`src/rtl/alu_sched_if.sv`:
```
// Requester/ALU-side signal bundle for the shared ALU scheduler.
// The master modport is the environment (requesters plus ALU); slave is the scheduler.
interface alu_sched_if #(
    parameter int unsigned NREQ = 4
) ();
    logic [NREQ-1:0]   req_val;
    logic [8*NREQ-1:0] req_op;
    logic [8*NREQ-1:0] req_arg;
    logic [NREQ-1:0]   req_gnt;
    logic [NREQ-1:0]   rsp_val;
    logic [31:0]       rsp_data;
    logic              rsp_err;
    logic              busy;
    logic              alu_ctl;
    logic [7:0]        alu_dat;
    logic              alu_ready;
    logic [31:0]       alu_result;

    modport master (
        output req_val, req_op, req_arg, alu_ready, alu_result,
        input  req_gnt, rsp_val, rsp_data, rsp_err, busy, alu_ctl, alu_dat
    );

    modport slave (
        input  req_val, req_op, req_arg, alu_ready, alu_result,
        output req_gnt, rsp_val, rsp_data, rsp_err, busy, alu_ctl, alu_dat
    );
endinterface

```
`src/rtl/alu_sched.sv`:
```
// Round-robin scheduler sharing one byte-serial ALU between NREQ requesters.
// Each command is sent as a control byte then an argument byte; the 32-bit
// result (or a timeout error) is returned to the issuing requester.
module alu_sched #(
    parameter int unsigned NREQ    = 4,
    parameter int unsigned TIMEOUT = 64
) (
    input logic       clk,
    input logic       rst_n,
    alu_sched_if.slave bus
);
    localparam int unsigned IW = (NREQ > 1) ? $clog2(NREQ) : 1;
    localparam int unsigned CW = $clog2(TIMEOUT);

    typedef enum logic [2:0] {
        StIdle,
        StOp,
        StArg,
        StWait,
        StRsp
    } state_e;

    state_e          r_state;
    logic [IW-1:0]   r_rr_ptr;
    logic [IW-1:0]   r_idx;
    logic [7:0]      r_arg;
    logic [CW-1:0]   r_cnt;
    logic [NREQ-1:0] r_req_gnt;
    logic [NREQ-1:0] r_rsp_val;
    logic [31:0]     r_rsp_data;
    logic            r_rsp_err;
    logic            r_busy;
    logic            r_alu_ctl;
    logic [7:0]      r_alu_dat;

    logic            w_sel_found;
    logic [IW-1:0]   w_sel_idx;
    logic [IW-1:0]   w_cand;
    int unsigned     w_sum;
    logic [7:0]      w_sel_op;
    logic [7:0]      w_sel_arg;
    logic [IW-1:0]   w_next_ptr;

    // Pick the first valid requester at or after the round-robin pointer, wrapping.
    always_comb begin
        w_sel_found = 1'b0;
        w_sel_idx   = '0;
        w_cand      = '0;
        w_sum       = 0;
        for (int unsigned i = 0; i < NREQ; i++) begin
            w_sum = 32'(r_rr_ptr) + i;
            if (w_sum >= NREQ) begin
                w_sum = w_sum - NREQ;
            end
            w_cand = IW'(w_sum);
            if (!w_sel_found && bus.req_val[w_cand]) begin
                w_sel_found = 1'b1;
                w_sel_idx   = w_cand;
            end
        end
    end

    // Route the selected requester's op/arg bytes.
    always_comb begin
        w_sel_op  = '0;
        w_sel_arg = '0;
        for (int unsigned i = 0; i < NREQ; i++) begin
            if (IW'(i) == w_sel_idx) begin
                w_sel_op  = bus.req_op[8*i +: 8];
                w_sel_arg = bus.req_arg[8*i +: 8];
            end
        end
    end

    assign w_next_ptr = (r_idx == IW'(NREQ - 1)) ? '0 : r_idx + 1'b1;

    // Command FSM; every output is registered and set on entry to its state.
    always_ff @(posedge clk or negedge rst_n) begin
        if (!rst_n) begin
            r_state    <= StIdle;
            r_rr_ptr   <= '0;
            r_idx      <= '0;
            r_arg      <= '0;
            r_cnt      <= '0;
            r_req_gnt  <= '0;
            r_rsp_val  <= '0;
            r_rsp_data <= '0;
            r_rsp_err  <= 1'b0;
            r_busy     <= 1'b0;
            r_alu_ctl  <= 1'b0;
            r_alu_dat  <= '0;
        end else begin
            r_req_gnt <= '0;
            r_rsp_val <= '0;
            unique case (r_state)
                StIdle: begin
                    if (w_sel_found) begin
                        r_idx     <= w_sel_idx;
                        r_arg     <= w_sel_arg;
                        r_alu_ctl <= 1'b1;
                        r_alu_dat <= w_sel_op;
                        r_req_gnt <= NREQ'(1) << w_sel_idx;
                        r_busy    <= 1'b1;
                        r_state   <= StOp;
                    end
                end
                StOp: begin
                    r_alu_ctl <= 1'b0;
                    r_alu_dat <= r_arg;
                    r_state   <= StArg;
                end
                StArg: begin
                    r_alu_dat <= '0;
                    r_cnt     <= '0;
                    r_state   <= StWait;
                end
                StWait: begin
                    // A ready arriving on the last timeout cycle still wins.
                    if (bus.alu_ready) begin
                        r_rsp_data <= bus.alu_result;
                        r_rsp_err  <= 1'b0;
                        r_rsp_val  <= NREQ'(1) << r_idx;
                        r_state    <= StRsp;
                    end else if (r_cnt == CW'(TIMEOUT - 1)) begin
                        r_rsp_data <= '0;
                        r_rsp_err  <= 1'b1;
                        r_rsp_val  <= NREQ'(1) << r_idx;
                        r_state    <= StRsp;
                    end else begin
                        r_cnt <= r_cnt + 1'b1;
                    end
                end
                StRsp: begin
                    r_rr_ptr <= w_next_ptr;
                    r_busy   <= 1'b0;
                    r_state  <= StIdle;
                end
                default: begin
                    r_state <= StIdle;
                end
            endcase
        end
    end

    assign bus.req_gnt  = r_req_gnt;
    assign bus.rsp_val  = r_rsp_val;
    assign bus.rsp_data = r_rsp_data;
    assign bus.rsp_err  = r_rsp_err;
    assign bus.busy     = r_busy;
    assign bus.alu_ctl  = r_alu_ctl;
    assign bus.alu_dat  = r_alu_dat;
endmodule

```
`src/flat_wrapper.sv`:
```
// flat-port wrapper written by rule: the top's interface ports become plain ports
module alu_sched_flat 
#(
    parameter int unsigned NREQ    = 4,
    parameter int unsigned TIMEOUT = 64
)
  (clk, rst_n, bus_req_val, bus_req_op, bus_req_arg, bus_alu_ready, bus_alu_result, bus_req_gnt, bus_rsp_val, bus_rsp_data, bus_rsp_err, bus_busy, bus_alu_ctl, bus_alu_dat);
  alu_sched_if #(.NREQ(NREQ)) bus_i ();
  input logic clk;
  input logic rst_n;
  input wire logic [$bits(bus_i.req_val)-1:0] bus_req_val;
  input wire logic [$bits(bus_i.req_op)-1:0] bus_req_op;
  input wire logic [$bits(bus_i.req_arg)-1:0] bus_req_arg;
  input wire logic [$bits(bus_i.alu_ready)-1:0] bus_alu_ready;
  input wire logic [$bits(bus_i.alu_result)-1:0] bus_alu_result;
  output wire logic [$bits(bus_i.req_gnt)-1:0] bus_req_gnt;
  output wire logic [$bits(bus_i.rsp_val)-1:0] bus_rsp_val;
  output wire logic [$bits(bus_i.rsp_data)-1:0] bus_rsp_data;
  output wire logic [$bits(bus_i.rsp_err)-1:0] bus_rsp_err;
  output wire logic [$bits(bus_i.busy)-1:0] bus_busy;
  output wire logic [$bits(bus_i.alu_ctl)-1:0] bus_alu_ctl;
  output wire logic [$bits(bus_i.alu_dat)-1:0] bus_alu_dat;
  assign bus_i.req_val = bus_req_val;
  assign bus_i.req_op = bus_req_op;
  assign bus_i.req_arg = bus_req_arg;
  assign bus_i.alu_ready = bus_alu_ready;
  assign bus_i.alu_result = bus_alu_result;
  assign bus_req_gnt = bus_i.req_gnt;
  assign bus_rsp_val = bus_i.rsp_val;
  assign bus_rsp_data = bus_i.rsp_data;
  assign bus_rsp_err = bus_i.rsp_err;
  assign bus_busy = bus_i.busy;
  assign bus_alu_ctl = bus_i.alu_ctl;
  assign bus_alu_dat = bus_i.alu_dat;
  alu_sched #(.NREQ(NREQ), .TIMEOUT(TIMEOUT)) u_core (.clk(clk), .rst_n(rst_n), .bus(bus_i));
endmodule
```
`config.mk`:
```
export PLATFORM = sky130hd
export DESIGN_NAME = alu_sched_flat
export DESIGN_NICKNAME = d
export VERILOG_FILES = /design/src/rtl/alu_sched_if.sv /design/src/rtl/alu_sched.sv /design/src/flat_wrapper.sv
export SDC_FILE = /design/constraint.sdc
export NUM_CORES = 1
export LEC_CHECK = 0
export ABC_AREA = 1
export CORE_AREA = 2 2 100 102
export CTS_BUF_LIST = sky130_fd_sc_hd__clkbuf_16
export CTS_CLUSTER_DIAMETER = 120
export DETAILED_ROUTE_END_ITERATION = 8
export DIE_AREA = 0 0 102 104
export PLACE_DENSITY_LB_ADDON = 0.3
export SLEW_MARGIN = 20
export SYNTH_ARGS = -nofsm -noshare
export SYNTH_HDL_FRONTEND = slang
export SYNTH_SLANG_ARGS = --single-unit
export TNS_END_PERCENT = 1
```
`constraint.sdc`:
```
create_clock -name clk -period 2 [get_ports clk]
set_clock_uncertainty 0.15 [all_clocks]
set_input_delay 0.6 -clock clk [delete_from_list [all_inputs] [get_ports clk]]
set_output_delay 0.6 -clock clk [all_outputs]
set_load 0.02 [all_outputs]
```
; After elaboration in Yosys (flattened, before gate mapping)
; Index checks and enable logic that the tools add are counted.
[op_classes]
n_shift = 2
eq_ne = 13
reduce_logical = 20
muxes = 50
add_sub_neg = 9
n_lt_le_gt_ge = 8
[op_table]
columns = op, count
row1 = 2-to-1 mux 8 bit, 9
row2 = 2-to-1 mux 32 bit, 2
row3 = one-hot mux 8 bit (3 select lines), 1
row4 = 2-to-1 mux 4 bit, 5
row5 = 2-to-1 mux 2 bit, 9
row6 = "< comparator 2 x 3 -> 1 bit, second input constant", 4
row7 = 2-to-1 mux 6 bit, 2
row8 = one-hot mux 3 bit (4 select lines), 1
row9 = one-hot mux 6 bit (2 select lines), 1
row10 = AND reduction 2 bit, 6
row11 = 2-to-1 mux 1 bit, 11
row12 = "greater-or-equal comparator 3 bit, second input constant", 3
row13 = 2-to-1 mux 3 bit, 3
row14 = binary-select mux 1 bit (select 2 bit), 4
row15 = nonzero test 2 bit, 4
row16 = "left shift 1 x 2 -> 4 bit, first input constant", 2
row17 = "subtractor 2 x 1 -> 2 bit, second input constant", 4
row18 = "adder 2 x 2 -> 3 bit, second input constant", 2
row19 = "adder 6 x 1 -> 6 bit, second input constant", 1
row20 = "== test 3 x 2 -> 1 bit, second input constant", 2
row21 = "== test 6 bit, second input constant", 1
row22 = "== test 2 bit, first input constant", 2
row23 = "inequality test 2 bit, second input constant", 2
row24 = one-hot mux 1 bit (2 select lines), 2
row25 = other kinds (15), 19
[totals]
output_inout_bits = 51
register_bits = 72
wordCells = 114

; Depth between registers and ports, before layout
; Gate-level depths: netlist of the first run.
[logic_depth]
ltp_word = 21
depth_mapped = 16

; Worst setup path before layout of the first run
; OpenSTA, ideal clock, no wires.
[synth_path]
kind = input to register
start = input bus_req_val[1]
end = register u_core.r_arg[0]
required_ps = 1732
setup_slack_ps = -69
stages = 15
arrival_time_ps = 1801
n_path_buf = 1
path_cell_list = inv_1 > nand2_1 > nand3_1 > nand2_2 > nor2_4 > nand3_1 > nand3_1 > nand2_2 > buf_4 > nand2_2 > inv_2 > nand2_1 > nand4_1 > nand2_1 > nand2_1
[synth_between]
elab_chain_len = 17
[synth_rtl]
columns = element, line_no
row1 = start: declaration, flat_wrapper.sv:11  ; input wire logic [$bits(bus_i.req_val)-1:0] bus_req_val;
row2 = binary-select mux 1 bit (select 2 bit), alu_sched.sv:56  ; if (!w_sel_found && bus.req_val[w_cand]) begin
row3 = 2-to-1 mux 1 bit (not written as such), alu_sched.sv:56
row4 = 2-to-1 mux 1 bit, alu_sched.sv:56
row5 = logical NOT 1 bit, alu_sched.sv:56
row6 = logical AND 1 bit, alu_sched.sv:56
row7 = 2-to-1 mux 1 bit, alu_sched.sv:56
row8 = logical NOT 1 bit, alu_sched.sv:56
row9 = logical AND 1 bit, alu_sched.sv:56
row10 = 2-to-1 mux 1 bit, alu_sched.sv:56
row11 = logical NOT 1 bit, alu_sched.sv:56
row12 = logical AND 1 bit, alu_sched.sv:56
row13 = 2-to-1 mux 2 bit, alu_sched.sv:56
row14 = logical NOT 2 bit, alu_sched.sv:68  ; if (IW'(i) == w_sel_idx) begin
row15 = 2-to-1 mux 8 bit (4 in series), alu_sched.sv:68
row16 = end signal: assignment, alu_sched.sv:99  ; r_arg <= w_sel_arg;
row17 = end: declaration, alu_sched.sv:26  ; logic [7:0] r_arg;
; Parallel ways exist; a longest one is shown, timed or not. The select of a mux whose other input is x is not followed.
; A chain may end at the register's enable or synchronous reset.

; Final worst setup path of the first run
[layout_path]
start = register u_core.r_rr_ptr[0]
end = register u_core.r_alu_dat[1] (netlist: u_core.bus.alu_dat[1])
[layout_between]
elab_chain_len = 21
[layout_rtl]
columns = element, line_no
row1 = start: declaration, alu_sched.sv:24  ; logic [IW-1:0] r_rr_ptr;
row2 = start signal: assignment, alu_sched.sv:134  ; r_rr_ptr <= w_next_ptr;
row3 = "parallel branches: the longest is 21 deep, another holds adder 2 x 1 -> 3 bit", n/a
row4 = end signal: assignment, alu_sched.sv:101  ; r_alu_dat <= w_sel_op;
row5 = end signal: assignment, alu_sched.sv:109  ; r_alu_dat <= r_arg;
row6 = end: declaration, alu_sched.sv:34  ; logic [7:0] r_alu_dat;
; Several ways; the timed one is not identified. The select of a mux whose other input is x is not followed.

==> results of run 1 <==
[cells in the mapped netlist, types with 3 or more instances]
cell	instances
buf_4	3
nor2_1	41
nor3_1	6
buf_1	3
inv_1	32
a22o_1	32
o21ai_0	10
o21ai_1	4
inv_2	4
ha_1	5
a21oi_1	26
nand4_1	16
nand3_1	32
clkbuf_1	3
dfrtp_1	72
buf_2	4
nand2_1	111
nand2_2	4
[worst paths after layout]
| path | startpoint | to | slack (ps) | cells after the start |
|---|---|---|---|---|
| max in group asynchronous | rst_n | u_core.r_rr_ptr[0] | 1100 | 2 |
| min in group clk | u_core.r_arg[5] | u_core.r_arg[5] | 330 | 2 |
| setup reg to reg | u_core.r_rr_ptr[0] | u_core.bus.alu_dat[1] | -250 | 15 |
| hold / removal | rst_n | u_core.bus.rsp_data[20] | 60 | 1 |
| setup / recovery | u_core.r_rr_ptr[0] | u_core.bus.alu_dat[1] | -250 | 15 |
| hold reg to reg | u_core.r_arg[5] | u_core.r_arg[5] | 330 | 2 |
[metrics by stage]
step | setup slack [ps] | total power [mW] | cells | setup TNS [ps]
4_1_cts | -229 | 11.7 | 763 | -3620
6_report | -255 | 11.8 | 764 | -4280
3_5_place_dp | -808 | 9.07 | 734 | -18870
5_1_grt | -423 | 12.7 | 764 | -7950
3_3_place_gp | -723 | 8.91 | 734 | -17250
2_1_floorplan | 0.543 | 6.49 | 423 | 0
[layer usage]
layer / up-vias / routed length [µm] / global-route usage
met3: 22 / 654 / 0.0464
met4: 0 / 240 / 0.0724
met1: 1773 / 4380 / 0.254
met5: - / 0 / 0
li1: 1841 / - / -
met2: 128 / 5920 / 0.388
[final cells by class]
cell class / instances / share of cell area
Sequential cell: 72 / 0.295
Tap cell: 133 / 0.0272
Clock inverter: 7 / 0.0115
Timing Repair inverter: 2 / 0.00225
Multi-Input combinational cell: 297 / 0.276
Timing Repair Buffer: 205 / 0.325
Inverter: 39 / 0.0262
Clock buffer: 9 / 0.0369
[sequential cells by signal (all words and copies together), names as in the netlist, 2 cells and up]
signal and count:
u_core.r_idx 2, u_core.r_cnt 6, u_core.bus.rsp_val 4, u_core.r_state 3, u_core.bus.rsp_data 32, u_core.r_arg 8
u_core.r_rr_ptr 2, u_core.bus.alu_dat 8, u_core.bus.req_gnt 4
[report_power, final]
group          total (mW)  internal [mW]  switching (mW)  leakage (nW)
Clock                1.56          0.965           0.599         0.147
Combinational        7.73           3.43            4.30          1.94
Sequential           2.49           2.10           0.387         0.904
Total                11.8           6.50            5.29          2.99
[worst max-delay path, delay by kind of cell, from the launching register on]
kind / cells / cell delay [ps]
simple gates: 11 / 1060
buf+inv: 3 / 380
compound gates: 1 / 140
flops: 1 / 450
[logic make-up (layout without fill, tap and decap cells)]
| logic type | Yosys count | after routing | synth area share |
|---|---|---|---|
| and+or+nand+nor | 217 | 217 | 0.268 |
| AOI/OAI and AO/OA | 75 | 75 | 0.141 |
| DFF | 72 | 72 | 0.507 |
| buffers and inverters | 54 | 262 | 0.0665 |
| adders and majority gates | 5 | 5 | 0.0176 |
[timing repair]
| item | CTS | global route |
|---|---|---|
| pin swaps | 24 | 4 |
| gates resized for setup | 105 | 13 |
| setup buffers | 9 | 1 |
| gates cloned | 4 | 0 |
| setup endpoints to repair | 73 | 42 |
==> run_results.csv, run 1 <==
group,metric,value,unit
outcome,status,"finished with violations",
outcome,violations,"setup timing",
cells_and_area,finalInstanceArea,6110,µm²
placement,gp_congestion,0.904,
clock_tree,cts_sinks,72,
drt,drt_wl_total,11200,µm
drt,drc,0,
floorplan,die-width,102,µm
sta,finalHoldViolCount,0,
sta,worst_hold_slack,59.8,ps
cells_and_area,drive_gt1_frac,0.206,
synth,syn_inst,423,
worst_setup_path,crit_arrival,2350,ps
clock_tree,hold_buffers,0,
synth,seq_area_frac_synth,0.507,
cells_and_area,final_common_cell,"clkdlybuf4s50_1",
global_route,grt_pass1_wl,18300,µm
global_route,antenna_found_initial,0,
synth,synth.avg_cell_area,8.41,µm²
synth,synth_area_leaders,"dfrtp_1, nand2_1, a22o_1",
sta,timing.final.ws_setup,-255,ps
synth,yosysTopAreaCell,"dfrtp_1",
drt,via_per_inst,4.93,
synth,synth-seq-cells,72,
placement,post_dp_cell_area,5540,µm²
power_and_ir_drop,p_leak,2.99,nW
sta,fin_crit_sh,1.13,
job,max_cap_viol_count,0,
placement,port_buffers,153,
cells_and_area,n_antenna_cell,0,
sta,setup_viol,24,
clock_tree,cts.path.max_buffers,2,
hold_path,holdCritPathClass,"in -> async",
drt,drt_iter0_drc,200,
clock_tree,clock_latency,320,ps
global_route,grt.total_usage,0.217,
synth,netlist.area_leader.share,0.507,
placement,post-dp-hpwl,8160,µm
cells_and_area,area_delta_synth_final,71.8,%
cells_and_area,layout.nets,734,
synth,synth_cell_type_count,28,
drt,wl_per_cell,14.6,µm
power_and_ir_drop,power_density,1930,nW/µm²
synth,yosys_warnings,0,
synth,synth_nets,531,
sta,rsz0062_at_grt,"yes",
worst_setup_path,start_kind,"register",
synth,synth-main-ff-cell,"dfrtp_1",
global_route,grt_pass1_vias,3846,
synth,synth_edf_count,0,
synth,syn_area,3560,µm²
cells_and_area,ff_latch_area,1800,µm²
worst_setup_path,critical_path_class,"reg -> reg",
global_route,grt-ovfl-total,0,
worst_setup_path,worstSetupEndpointType,"register",
worst_setup_path,cp_slowest_cell,"dfrtp_2",
floorplan,design.die.area,10600,µm²
cells_and_area,fill_cells,821,
cells_and_area,multiInputGateArea,1680,µm²
sta,max_slew_margin,0.612,
global_route,grt_max_degree,36,
worst_setup_path,cp_common_cell,"nand2_2",
clock_tree,numCtsBuffers,9,
floorplan,die_h,104,µm
floorplan,ios,154,
clock_tree,clk_pin_slew_worst_paths,60,ps
worst_setup_path,cpPeakStageDelay,450,ps
drt,drtAntennaViolNets,0,
sta,worst_pin_slew,577,ps
floorplan,num_rows,36,
sta,maxSlewViolCount,0,
clock_tree,cts_root_buffer,"clkbuf_16",
cells_and_area,post-route-util,0.640,
worst_setup_path,critPathRequiredTime,2100,ps
drt,vias,3764,
clock_tree,cts_tree,"yes",
worst_setup_path,path_cells,"clkinvlp_4, nand2_1, nand2_2, nand2_1, nand2_2, nor2_4, nand3_2, nand3_2, nand2_4, inv_6, buf_6, nand3_1, nand4_1, nand2_2, a21oi_2",
sta,max_freq,444,MHz
floorplan,initial_core_util,0.372,
sta,period_minus_slack,2250,ps
synth,async_flop_share,1.00,
power_and_ir_drop,peakVddDrop,1.46,mV
worst_setup_path,crit_path_max_fanout,8,
floorplan,core-area,9550,µm²
drt,drtPass1Iterations,4,
cells_and_area,final_cell_mix,"clkdlybuf4s50_1, nand2_1, dfrtp_1",
clock_tree,htreeDepth,3,
No activity file was read; power rests on OpenSTA's default activity.
==> inputs of run 2 (changes only) <==
Settings changed: CORE_AREA 2 2 100 102 to 2 2 96 107, DIE_AREA 0 0 102 104 to 0 0 98 109, SLEW_MARGIN 20 to default.
==> run 2 against run 1 <==
Effect of this change: the run still ends with setup timing left; non-clock buffer count is 10 lower; first-iteration DRC count shrank 18%; largest cell class unchanged; flip-flop and latch count did not move; worst hold slack worse by 12 ps; highest routed layer unchanged; critical endpoint is now u_core.bus.alu_dat[3]; maximum frequency rose by 1.6%; die area rose by 0.70%; combinational power decreased by 0.5%; clock power is 15% higher; setup slack improved by 35 ps.
==> run_results.csv, run 2 (synthesis gave the netlist of run 1 again) <==
group,metric,value,unit
outcome,status,"finished with violations",
outcome,violations,"setup timing",
drt,via_per_inst,5.07,
worst_setup_path,crit_arrival,2270,ps
sta,maxSlewViolCount,0,
worst_setup_path,critPathRequiredTime,2050,ps
global_route,grt_max_degree,34,
power_and_ir_drop,p_leak,2.99,nW
drt,drc,0,
drt,drtPass1Iterations,4,
placement,gp_congestion,0.905,
sta,timing.final.ws_setup,-219,ps
drt,drt_iter0_drc,164,
sta,max_freq,451,MHz
global_route,grt.total_usage,0.203,
power_and_ir_drop,power_density,1960,nW/µm²
sta,max_slew_margin,0.681,
drt,wl_per_cell,14.3,µm
cells_and_area,area_delta_synth_final,72.0,%
floorplan,die-width,98,µm
clock_tree,cts.path.max_buffers,2,
worst_setup_path,crit_path_max_fanout,7,
sta,tns,-3210,ps
worst_setup_path,critical_path_class,"reg -> reg",
clock_tree,htreeDepth,3,
placement,post_dp_cell_area,5460,µm²
floorplan,design.die.area,10700,µm²
cells_and_area,final_cell_mix,"clkdlybuf4s50_1, nand2_1, dfrtp_1",
floorplan,initial_core_util,0.368,
sta,rsz0062_at_grt,"yes",
drt,vias,3749,
global_route,grt-ovfl-total,0,
hold_path,holdCritPathClass,"in -> async",
cells_and_area,drive_gt1_frac,0.194,
placement,place_ws,-736,ps
power_and_ir_drop,finalPower,12.0,mW
clock_tree,hold_buffers,0,
floorplan,num_rows,38,
sta,worst_pin_slew,475,ps
cells_and_area,layout.nets,723,
drt,drtAntennaViolNets,0,
cells_and_area,largest_reg_flops,32,
worst_setup_path,r2r_slack,-220,ps
sta,finalHoldViolCount,0,
global_route,grt_pass1_wl,17300,µm
clock_tree,cts_tree,"yes",
floorplan,core-area,9650,µm²
sta,fin_crit_sh,1.11,
sta,period_minus_slack,2220,ps
cells_and_area,post-route-util,0.634,
global_route,antenna_found_initial,0,
worst_setup_path,start_kind,"register",
floorplan,die_h,109,µm
placement,post-dp-hpwl,7800,µm
floorplan,ios,154,
cells_and_area,final_common_cell,"clkdlybuf4s50_1",
worst_setup_path,worstSetupEndpointType,"register",
power_and_ir_drop,peakVddDrop,1.28,mV
clock_tree,clock_latency,320,ps
job,max_cap_viol_count,0,
drt,drt_wl_total,10600,µm
clock_tree,clk_pin_slew_worst_paths,60,ps
placement,port_buffers,153,
cells_and_area,n_antenna_cell,0,
global_route,grt_pass1_vias,3753,
clock_tree,cts_root_buffer,"clkbuf_16",
clock_tree,numCtsBuffers,9,
sta,setup_viol,22,
clock_tree,cts_sinks,72,
cells_and_area,finalInstanceArea,6120,µm²
run 2: cell types whose count changed in the layout (fill, tap and decap cells not counted), moves of 2 or more:
cell / delta
buf_4: -14
buf_6: +6
nand3_4: +3
a21oi_1: -2
a21oi_2: +2
bufinv_16: +2
clkdlybuf4s50_1: -2
clkinv_2: -2
inv_2: -2
inv_6: -2
nand2_2: +2
nand3_1: -2
nor2_1: +2
nor2_2: -2
run 2: power by group:
group          total (mW)  internal, mW  leakage (nW)  switching, mW
logic                7.69          3.37          1.92           4.32
registers            2.49          2.10         0.905          0.390
clock network        1.80          1.22         0.166          0.586
total                12.0          6.69          2.99           5.30
run 2: final timing paths:
check | startpoint | endpoint | cells past startpoint
setup / recovery | u_core.r_rr_ptr[0] | u_core.bus.alu_dat[3] | 14
hold / removal | rst_n | u_core.bus.rsp_data[8] | 1
setup reg to reg | u_core.r_rr_ptr[0] | u_core.bus.alu_dat[3] | 14
hold reg to reg | u_core.r_cnt[5] | u_core.r_cnt[5] | 1
max in group asynchronous | rst_n | u_core.bus.alu_dat[6] | 2
min in group clk | u_core.r_cnt[5] | u_core.r_cnt[5] | 1
run 2: layout make-up:
class	instances	area, µm²
clock buffers	9	225
clock inverters	7	120
fillers	787	3540
inverters	39	171
multi-input cells	298	1740
flip-flops and latches	72	1800
well taps	120	150
repair buffers	195	1910
run 2: timing repair:
item,in CTS,in global routing
setup buffers,9,0
endpoints found under the setup margin,74,58
gates resized for setup,119,14
pin swaps,22,14
cloned,2,0
run 2: worst max-delay path, cell delays in order, from the launching register on:
cell,delay [ps]
dfrtp_2,460
buf_6,140
nand2_2,80
nand2_4,70
nand2_2,70
nand2_2,60
nor2_4,140
nand4_1,220
nand2_8,200
inv_8,70
buf_6,130
nand3_2,50
nand4_1,80
nand2_1,100
a21oi_2,60
run 2: routing by layer:
| metal | vias up | global-route usage | share of wire |
|---|---|---|---|
| li1 | 1817 | - | - |
| met1 | 1705 | 0.236 | 0.41 |
| met4 | 0 | 0.0982 | 0.034 |
| met3 | 28 | 0.0474 | 0.094 |
| met5 | - | 0 | 0 |
| met2 | 199 | 0.355 | 0.47 |
run 2: metrics by stage:
step,instances,hold slack (ps)
after floorplan,423,154
after global placement,713,286
after detailed placement,713,301
after CTS,740,56.9
after global routing,740,70.3
final,740,47.8
